File: src/rtl/i2c_pkg.sv
// -----------------------------------------------------------------------------
// i2c_pkg
// Shared definitions for the I2C slave byte-level blocks (read byte / write
// byte). Holds the byte width, the bit-counter width and the common byte
// state encoding so both directions stay in lock-step.
// -----------------------------------------------------------------------------
package i2c_pkg;

   localparam int BYTE_WIDTH = 8;
   localparam int BIT_CNT_W  = 4;

   // Counter value seen on the rising edge that carries the last bit.
   localparam logic [BIT_CNT_W-1:0] BIT_CNT_LAST = BIT_CNT_W'(BYTE_WIDTH - 1);

   typedef enum logic [1:0] {
      IDLE = 2'd0,
      RECV = 2'd1,
      DONE = 2'd2
   } byte_state_t;

endpackage

File: src/rtl/i2c_line_edge_detect.sv
// -----------------------------------------------------------------------------
// i2c_line_edge_detect
// Registers the (already synchronized) SCL/SDA levels once per clk and derives
// single-cycle edge strobes from the previous/current levels. The history
// flops run regardless of any enable so edges are valid the very first cycle a
// byte block is enabled.
//
// Ports:
//   clk, rst_n  : system clock, synchronous active-low reset
//   scl_i/sda_i : current line levels
//   scl_rise    : SCL went 0 -> 1 this cycle
//   scl_fall    : SCL went 1 -> 0 this cycle
//   sda_chg     : SDA differs from its previous sample
// -----------------------------------------------------------------------------
module i2c_line_edge_detect (
   input  logic clk,
   input  logic rst_n,
   input  logic scl_i,
   input  logic sda_i,
   output logic scl_rise,
   output logic scl_fall,
   output logic sda_chg
);

   logic scl_last;
   logic sda_last;

   // Both lines idle high on the bus, so reset the history high too; this
   // avoids a spurious rise/change right after reset.
   always_ff @(posedge clk) begin
      if (!rst_n) begin
         scl_last <= 1'b1;
         sda_last <= 1'b1;
      end else begin
         scl_last <= scl_i;
         sda_last <= sda_i;
      end
   end

   assign scl_rise = ~scl_last &  scl_i;
   assign scl_fall =  scl_last & ~scl_i;
   assign sda_chg  =  sda_last ^  sda_i;

endmodule

File: src/rtl/i2c_slave_read_byte.sv
// -----------------------------------------------------------------------------
// i2c_slave_read_byte
// Slave-side I2C byte receiver. While byte_read_en is high it shifts in eight
// SDA bits (MSB first) on SCL rising edges, then publishes the byte with a
// one-cycle finish pulse. An SDA change while SCL is held high (START/STOP-like
// condition) after at least one bit has been taken aborts the byte with a
// one-cycle error pulse.
//
// Ports:
//   clk, rst_n       : system clock, synchronous active-low reset
//   byte_read_en     : level enable from the slave controller; low = idle/abort
//   byte_read_o      : last completed byte, only updated on completion
//   byte_read_err    : 1-cycle pulse, SDA moved while SCL high mid-byte
//   byte_read_finish : 1-cycle pulse, byte_read_o holds a fresh byte
//   scl_i, sda_i     : synchronized bus levels
// -----------------------------------------------------------------------------
import i2c_pkg::*;

module i2c_slave_read_byte (
   input  logic                  clk,
   input  logic                  rst_n,
   input  logic                  byte_read_en,
   output logic [BYTE_WIDTH-1:0] byte_read_o,
   output logic                  byte_read_err,
   output logic                  byte_read_finish,
   input  logic                  scl_i,
   input  logic                  sda_i
);

   logic                  scl_rise;
   logic                  scl_fall;
   logic                  sda_chg;
   logic                  scl_hold_high;
   logic                  sda_violation;
   logic [BYTE_WIDTH-1:0] shift_q;
   logic [BYTE_WIDTH-1:0] shift_nxt;
   logic [BIT_CNT_W-1:0]  bit_cnt;
   byte_state_t           state;

   i2c_line_edge_detect u_edge (
      .clk      (clk),
      .rst_n    (rst_n),
      .scl_i    (scl_i),
      .sda_i    (sda_i),
      .scl_rise (scl_rise),
      .scl_fall (scl_fall),
      .sda_chg  (sda_chg)
   );

   // SCL was high last cycle and still is: neither edge is in flight. SDA
   // must be stable inside this window; while SCL is low it may move freely.
   assign scl_hold_high = scl_i & ~scl_rise & ~scl_fall;

   // Only meaningful once a bit has actually been captured, so the edge where
   // the controller raises the enable during a START does not trip it.
   assign sda_violation = (bit_cnt != '0) & scl_hold_high & sda_chg;

   assign shift_nxt = {shift_q[BYTE_WIDTH-2:0], sda_i};

   always_ff @(posedge clk) begin
      if (!rst_n) begin
         state            <= IDLE;
         bit_cnt          <= '0;
         shift_q          <= '0;
         byte_read_o      <= '0;
         byte_read_err    <= 1'b0;
         byte_read_finish <= 1'b0;
      end else begin
         // Pulses default low; any branch below raises at most one of them.
         byte_read_err    <= 1'b0;
         byte_read_finish <= 1'b0;

         case (state)
            IDLE: begin
               if (byte_read_en) begin
                  state <= RECV;
                  // A rise coinciding with the enable is the first data bit.
                  if (scl_rise) begin
                     shift_q <= shift_nxt;
                     bit_cnt <= BIT_CNT_W'(1);
                  end else begin
                     bit_cnt <= '0;
                  end
               end
            end

            RECV: begin
               if (!byte_read_en) begin
                  // Controller abort: drop the partial byte silently.
                  state   <= IDLE;
                  bit_cnt <= '0;
               end else if (sda_violation) begin
                  // Violation outranks a completing rise; byte_read_o keeps
                  // the last good byte.
                  byte_read_err <= 1'b1;
                  bit_cnt       <= '0;
                  state         <= IDLE;
               end else if (scl_rise) begin
                  shift_q <= shift_nxt;
                  bit_cnt <= bit_cnt + 1'b1;
                  if (bit_cnt == BIT_CNT_LAST) begin
                     byte_read_o      <= shift_nxt;
                     byte_read_finish <= 1'b1;
                     state            <= DONE;
                  end
               end
            end

            DONE: begin
               // Wait for the controller to release us; the bus is not
               // watched here (ACK phase belongs to the controller).
               if (!byte_read_en) begin
                  state   <= IDLE;
                  bit_cnt <= '0;
               end
            end

            default: begin
               state   <= IDLE;
               bit_cnt <= '0;
            end
         endcase
      end
   end

endmodule

File: config.mk
export PLATFORM = sky130hd
export DESIGN_NAME = i2c_slave_read_byte
export DESIGN_NICKNAME = d
export VERILOG_FILES = /design/src/rtl/i2c_pkg.sv /design/src/rtl/i2c_line_edge_detect.sv /design/src/rtl/i2c_slave_read_byte.sv
export SDC_FILE = /design/constraint.sdc
export NUM_CORES = 1
export LEC_CHECK = 0
export ABC_AREA = 1
export CORE_MARGIN = 5
export CORE_UTILIZATION = 56
export DETAILED_ROUTE_END_ITERATION = 16
export PLACE_DENSITY_LB_ADDON = 0.3
export SLEW_MARGIN = 30
export SYNTH_ARGS = -nofsm -noshare
export SYNTH_HDL_FRONTEND = slang
export SYNTH_SLANG_ARGS = --single-unit
File: constraint.sdc
create_clock -name clk -period 3.9 [get_ports clk]
set_clock_uncertainty 0.05 [all_clocks]
set_input_delay 0.39 -clock clk [delete_from_list [all_inputs] [get_ports clk]]
set_output_delay 0.39 -clock clk [all_outputs]
set_load 0.005 [all_outputs]
# Word-level counts from Yosys, hierarchy flattened
# Cells that the tools add are included.
[word_totals] reg_bits=26 input_bits=5 wordCells=63
[op_classes] addsub=1 n_eq_ne=9 n_mux=21 bitwise=15 n_reduce_logical=9
[op_table] op="two-way mux 8 bit" count=4
[op_table] op="two-way mux 4 bit" count=5
[op_table] op="case mux 8 bit (2 select lines)" count=1
[op_table] op="two-way mux 2 bit" count=6
[op_table] op="case mux 4 bit (3 select lines)" count=1
[op_table] op="inequality test 2 bit, second input constant" count=4
[op_table] op="inequality test 4 bit, second input constant" count=2
[op_table] op="NOT 1 bit" count=8
[op_table] op="AND reduction 4 bit" count=2
[op_table] op="AND 1 bit" count=6
[op_table] op="case mux 2 bit (3 select lines)" count=1
[op_table] op="AND reduction 3 bit" count=2
[op_table] op="AND reduction 5 bit" count=1
[op_table] op="OR reduction 5 bit" count=1
[op_table] op="adder 4 x 1 -> 4 bit, second input constant" count=1
[op_table] op="== test 4 x 3 -> 1 bit, second input constant" count=1
[op_table] op="nonzero test 4 bit" count=1
[op_table] op="two-way mux 1 bit" count=3
[op_table] op="== test 2 x 1 -> 1 bit, second input constant" count=1
[op_table] op="== test 2 bit, second input constant" count=1
[op_table] op="logical NOT 2 bit" count=1
[op_table] op="nonzero test 2 bit" count=1
[op_table] op="XOR 1 bit" count=1

# Longest topological paths before layout
[logic_depth] ltp_word=10 mapped_depth=9 depth_no_buf=9

# Cells and area by module
# A second synthesis with hierarchy kept.
[unflattened] cells_unflattened=145 hier_area_um2=1122.3
[by_module_without_submodules] mod="i2c_slave_read_byte" n_inst=1 cells_per_inst=132 area_per_inst_um2=1041.0 seq_area_each_um2=460.4
[by_module_without_submodules] mod="i2c_line_edge_detect" n_inst=1 cells_per_inst=13 area_per_inst_um2=81.3 seq_area_each_um2=40.0

# Worst setup path after synthesis
# No wires, ideal clock.
[synth_timing] path_type="reg2reg" startpoint="reg bit_cnt[0]" endpoint="reg state[0]" arrival_ns=1.171 slack_ns=2.561 stages_incl_launch_ff=9 cell_sequence="dfxtp_1 > inv_1 > ha_1 > nand2_1 > nand3_4 > nand3_4 > nand2_1 > nor3_1 > nor2_1"
[synth_via] elab_chain_len=6 elab_cells_between_ends=10 cone_classes="eq/ne: 3; mux: 3; bitwise: 2; reduce/logical: 2"
[synth_rtl] element="from (decl)" line_no="i2c_slave_read_byte.sv:37" text="logic [BIT_CNT_W-1:0] bit_cnt;"
[synth_rtl] element="from (signal assigned)" line_no="i2c_slave_read_byte.sv:100" text="bit_cnt <= bit_cnt + 1'b1;"
[synth_rtl] element="nonzero test 4 bit" line_no="i2c_slave_read_byte.sv:56" text="assign sda_violation = (bit_cnt != '0) & scl_hold_high & sda_chg;"
[synth_rtl] element="AND 1 bit (2 in series)" line_no="i2c_slave_read_byte.sv:56"
[synth_rtl] element="two-way mux 2 bit" line_no="i2c_slave_read_byte.sv:92" text="end else if (sda_violation) begin"
[synth_rtl] element="two-way mux 2 bit" line_no="i2c_slave_read_byte.sv:88" text="if (!byte_read_en) begin"
[synth_rtl] element="case mux 2 bit (3 select lines)" line_no="i2c_slave_read_byte.sv:73" text="case (state)"
[synth_rtl] element="to (signal assigned)" line_no="i2c_slave_read_byte.sv:76" text="state <= RECV;"
[synth_rtl] element="to (signal assigned)" line_no="i2c_slave_read_byte.sv:90" text="state <= IDLE;"
[synth_rtl] element="to (signal assigned)" line_no="i2c_slave_read_byte.sv:97" text="state <= IDLE;"
[synth_rtl] element="to (decl)" line_no="i2c_slave_read_byte.sv:38" text="byte_state_t state;"
# Parallel ways exist; a longest one is shown, timed or not.
# A chain may end at the register's enable or synchronous reset.

# Worst setup path after layout
[layout_timing] startpoint="in scl_i" endpoint="reg byte_read_o[3]"
[layout_via] elab_chain_len=8 elab_cells_between_ends=11 cone_classes="bitwise: 10; reduce/logical: 1"
[layout_rtl] element="from (decl)" line_no="i2c_slave_read_byte.sv:26" text="input logic scl_i,"
[layout_rtl] element="AND 1 bit or NOT 1 bit (tied branches)" line_no="i2c_line_edge_detect.sv:40, i2c_line_edge_detect.sv:41"
[layout_rtl] element="NOT 1 bit (no source line) or AND 1 bit (tied branches)"
[layout_rtl] element="AND 1 bit or NOT 1 bit (tied branches)" line_no="i2c_slave_read_byte.sv:52" text="assign scl_hold_high = scl_i & ~scl_rise & ~scl_fall;"
[layout_rtl] element="AND 1 bit" line_no="i2c_slave_read_byte.sv:52"
[layout_rtl] element="AND 1 bit (2 in series)" line_no="i2c_slave_read_byte.sv:56"
[layout_rtl] element="NOT 1 bit (no source line)"
[layout_rtl] element="AND reduction 5 bit (no source line) (*)"
[layout_rtl] element="to (signal assigned)" line_no="i2c_slave_read_byte.sv:102" text="byte_read_o <= shift_nxt;"
[layout_rtl] element="to (decl)" line_no="i2c_slave_read_byte.sv:23" text="output logic [BYTE_WIDTH-1:0] byte_read_o,"
# Mark *: on every way between the ends. The rest lies on a longest branch, timed or not.

==> reports/metrics.csv <==
metric;value;unit
Post-synth top flop;dfxtp_1;
sequential area share after synthesis;44.74;%
multi-input logic area;524.3;sq um
share of cells above drive strength 1;12.90;%
HPWL Detailed;1572;um
max_cap viols;0;
Hold Path Class;flop to flop;
count leader, synth;dfxtp_1;
IO Pins;15;
Core Box Area;1942;sq um
final setup fails;0;
DR pass1 iterations;4;
VDD IR-drop max;0.0002275;V
WL final;2020;um
Final ANT Viol Nets;0;
Setup TNS;0;ps
post-synth cell types;24;
clock sinks;25;
Leakage;0.0005122;uW
Initial Util;57.60;%
clk buf depth;2;
vias per cell;4.907;
Post-synth EDFFs;0;
fin nets;163;
All-Layer GR Usage;15.85;%
slowest cell on the critical path;clkdlybuf4s50_1;
Post-Syn Instances;140;
antenna violations before repair;0;
total congestion overflow;0;
R2R depth;6;
CP max stage delay;510;ps
Final Hold Vio Count;0;
Tmin final;1665;ps
Worst-Skew Late Latency;310;ps
first-pass GRT wire length;3443;um
fraction of registers with async set or reset after synthesis;0;%
row cnt;16;
syn_area_per_cell;7.990;sq um
GPL Wtd Cong;0.8135;
WP buf/inv;2;
WL/cell;11.10;um
Die Y;54.69;um
die span in x;54.69;um
unrepaired setup endpoints after global routing;false;
hold buffer count at cts;0;
CP startpoint kind;input pin;
clk slew on worst S/H paths;140;ps
Rel. slew slack;65.84;%
TritonCTS clock tree;done;
Max Fclk;0.6006;GHz
synth cell count leaders;25 x dfxtp_1, 23 x nor2_1, 17 x inv_1, 17 x nand2_1, 15 x o21ai_0;
number of fill cells in the layout;182;
Root Driver;clkbuf_4;
Tcrit/Tclk final;42.69;%
PD cells;339.3;nW/um^2
CP required;4060;ps
DRT iter0 DRCs;30;
Antenna Cells;0;
Crit Path Max Fanout;18;
post-CTS sizing;0;
Mapped Area;1119;sq um
syn_nets;147;
crit-path cells;clkdlybuf4s50_1, inv_2, or2_4, nor2_2, nand3_4, o21ai_0, a21oi_1;
port bufs;14;
Hold Path Stages;2;
top cell type's share of synthesized area;44.74;%
max-slew violation count;0;
Post-CTS Repair Setup Buffers;0;
Worst Setup Path Type;input pin to flop;
largest net degree at the start of global routing;20;
Layout area overhead;16.55;%
vias in the first global route;751;
Setup crit end kind;flop;
worst-margin pin slew;510.8;ps
Worst path depth;7;
Num CTS Buffers;3;
yosys warns;0;
synth top area cells;dfxtp_1 45%, nor2_1 7.7%, o21ai_0 6.7%;
Die ar.;2991;sq um
Total Power;442.4;uW
CP top delay family;simple AND/OR/NAND/NOR gates;
total number of vias;893;
drt drc;0;
htree depth;1;
status;complete, no violations;
Worst EP arrival;1820;ps
Seq. cell area;500.5;sq um
cell taking the most area after synthesis;dfxtp_1;
flops & latches, synth;25;
## cell type report
class	count	area share [%]
Multi-Input combinational cell	92	40.21
Sequential cell	25	38.39
Timing Repair Buffer	14	10.75
Inverter	20	5.758
Tap cell	27	2.591
Clock buffer	3	1.727
Clock inverter	1	0.5758
## worst min-delay path, delay by kind of cell (launching register included)
kind            cells  cell delay (ps)
buf+inv             1               40
compound gates      1               50
flops               1              340
## layer usage
layer	track usage, %	vias to the layer above	routed length (um)	share of wire [%]
met4	4.979	0	9	0.45
met2	24.61	18	945	47
met5	0	-	0	0
met3	2.452	2	79	3.9
met1	22.22	396	986	49
li1	-	477	-	-
## final timing paths
| kind | from | to | slack [ps] |
|---|---|---|---|
| worst max-delay path | scl_i | byte_read_o[3] | 2230 |
| worst min-delay path | byte_read_o[7] | byte_read_o[7] | 400 |
| worst max register to register | bit_cnt[0] | byte_read_o[3] | 2350 |
| worst min register to register | byte_read_o[7] | byte_read_o[7] | 400 |
## state kept, by name, indices dropped and copies added (netlist names)
name              flops
byte_read_o           8
u_edge.scl_last       1
shift_q               7
bit_cnt               4
byte_read_finish      1
state                 2
byte_read_err         1
u_edge.sda_last       1
## where the power goes
part           leakage (uW)  internal [uW]  switching [uW]
clock             0.0000139           39.0            76.0
sequential         0.000203            262            4.61
combinational      0.000295           22.8            37.9
## kinds of logic (layout without fill, tap and decap cells)
group                    Yosys count  in the layout  share of synthesized area (%)
AND/OR/NAND/NOR                   58             58                          29.64
flip-flops                        25             25                          44.74
buffers and inverters             23             38                          8.389
AO/OA/AOI/OAI                     31             31                          14.21
adder cells (fa/ha/maj)            2              2                          2.237
XOR/XNOR                           1              1                         0.7831
## metrics by stage
step	instance area [sq um]	utilization, %	setup slack, ps	std cells	hold WS [ps]
6_report	1304	67.14	2235	182	404.2
5_1_grt	1304	67.14	2128	182	429.9
4_1_cts	1304	67.14	2254	182	408.1
3_5_place_dp	1274	65.59	1915	178	388.1
3_3_place_gp	1274	65.59	1944	178	382.7
2_1_floorplan	1119	-	2561	140	390.3
## layout by cell type, fill, tap and decap left out
| cell type | instances |
|---|---|
| a21oi_1 | 12 |
| nand2_2 | 1 |
| nor4_1 | 1 |
| a21oi_2 | 1 |
| or2_2 | 1 |
| nand2_1 | 17 |
| nor2_2 | 2 |
| or2_4 | 2 |
| nand3_4 | 4 |
| clkdlybuf4s50_1 | 14 |
| dfxtp_1 | 25 |
| o21ai_0 | 15 |
| nor3_4 | 1 |
| ha_1 | 2 |
| xnor2_1 | 1 |
| o21ai_1 | 3 |
| nand3_1 | 3 |
| nand4_1 | 1 |
| clkbuf_4 | 3 |
| nor2_1 | 23 |
| clkinvlp_4 | 1 |
| inv_1 | 17 |
| inv_2 | 3 |
| nor3_1 | 1 |
| nor2_8 | 1 |
(Power assumes the default switching activity.)
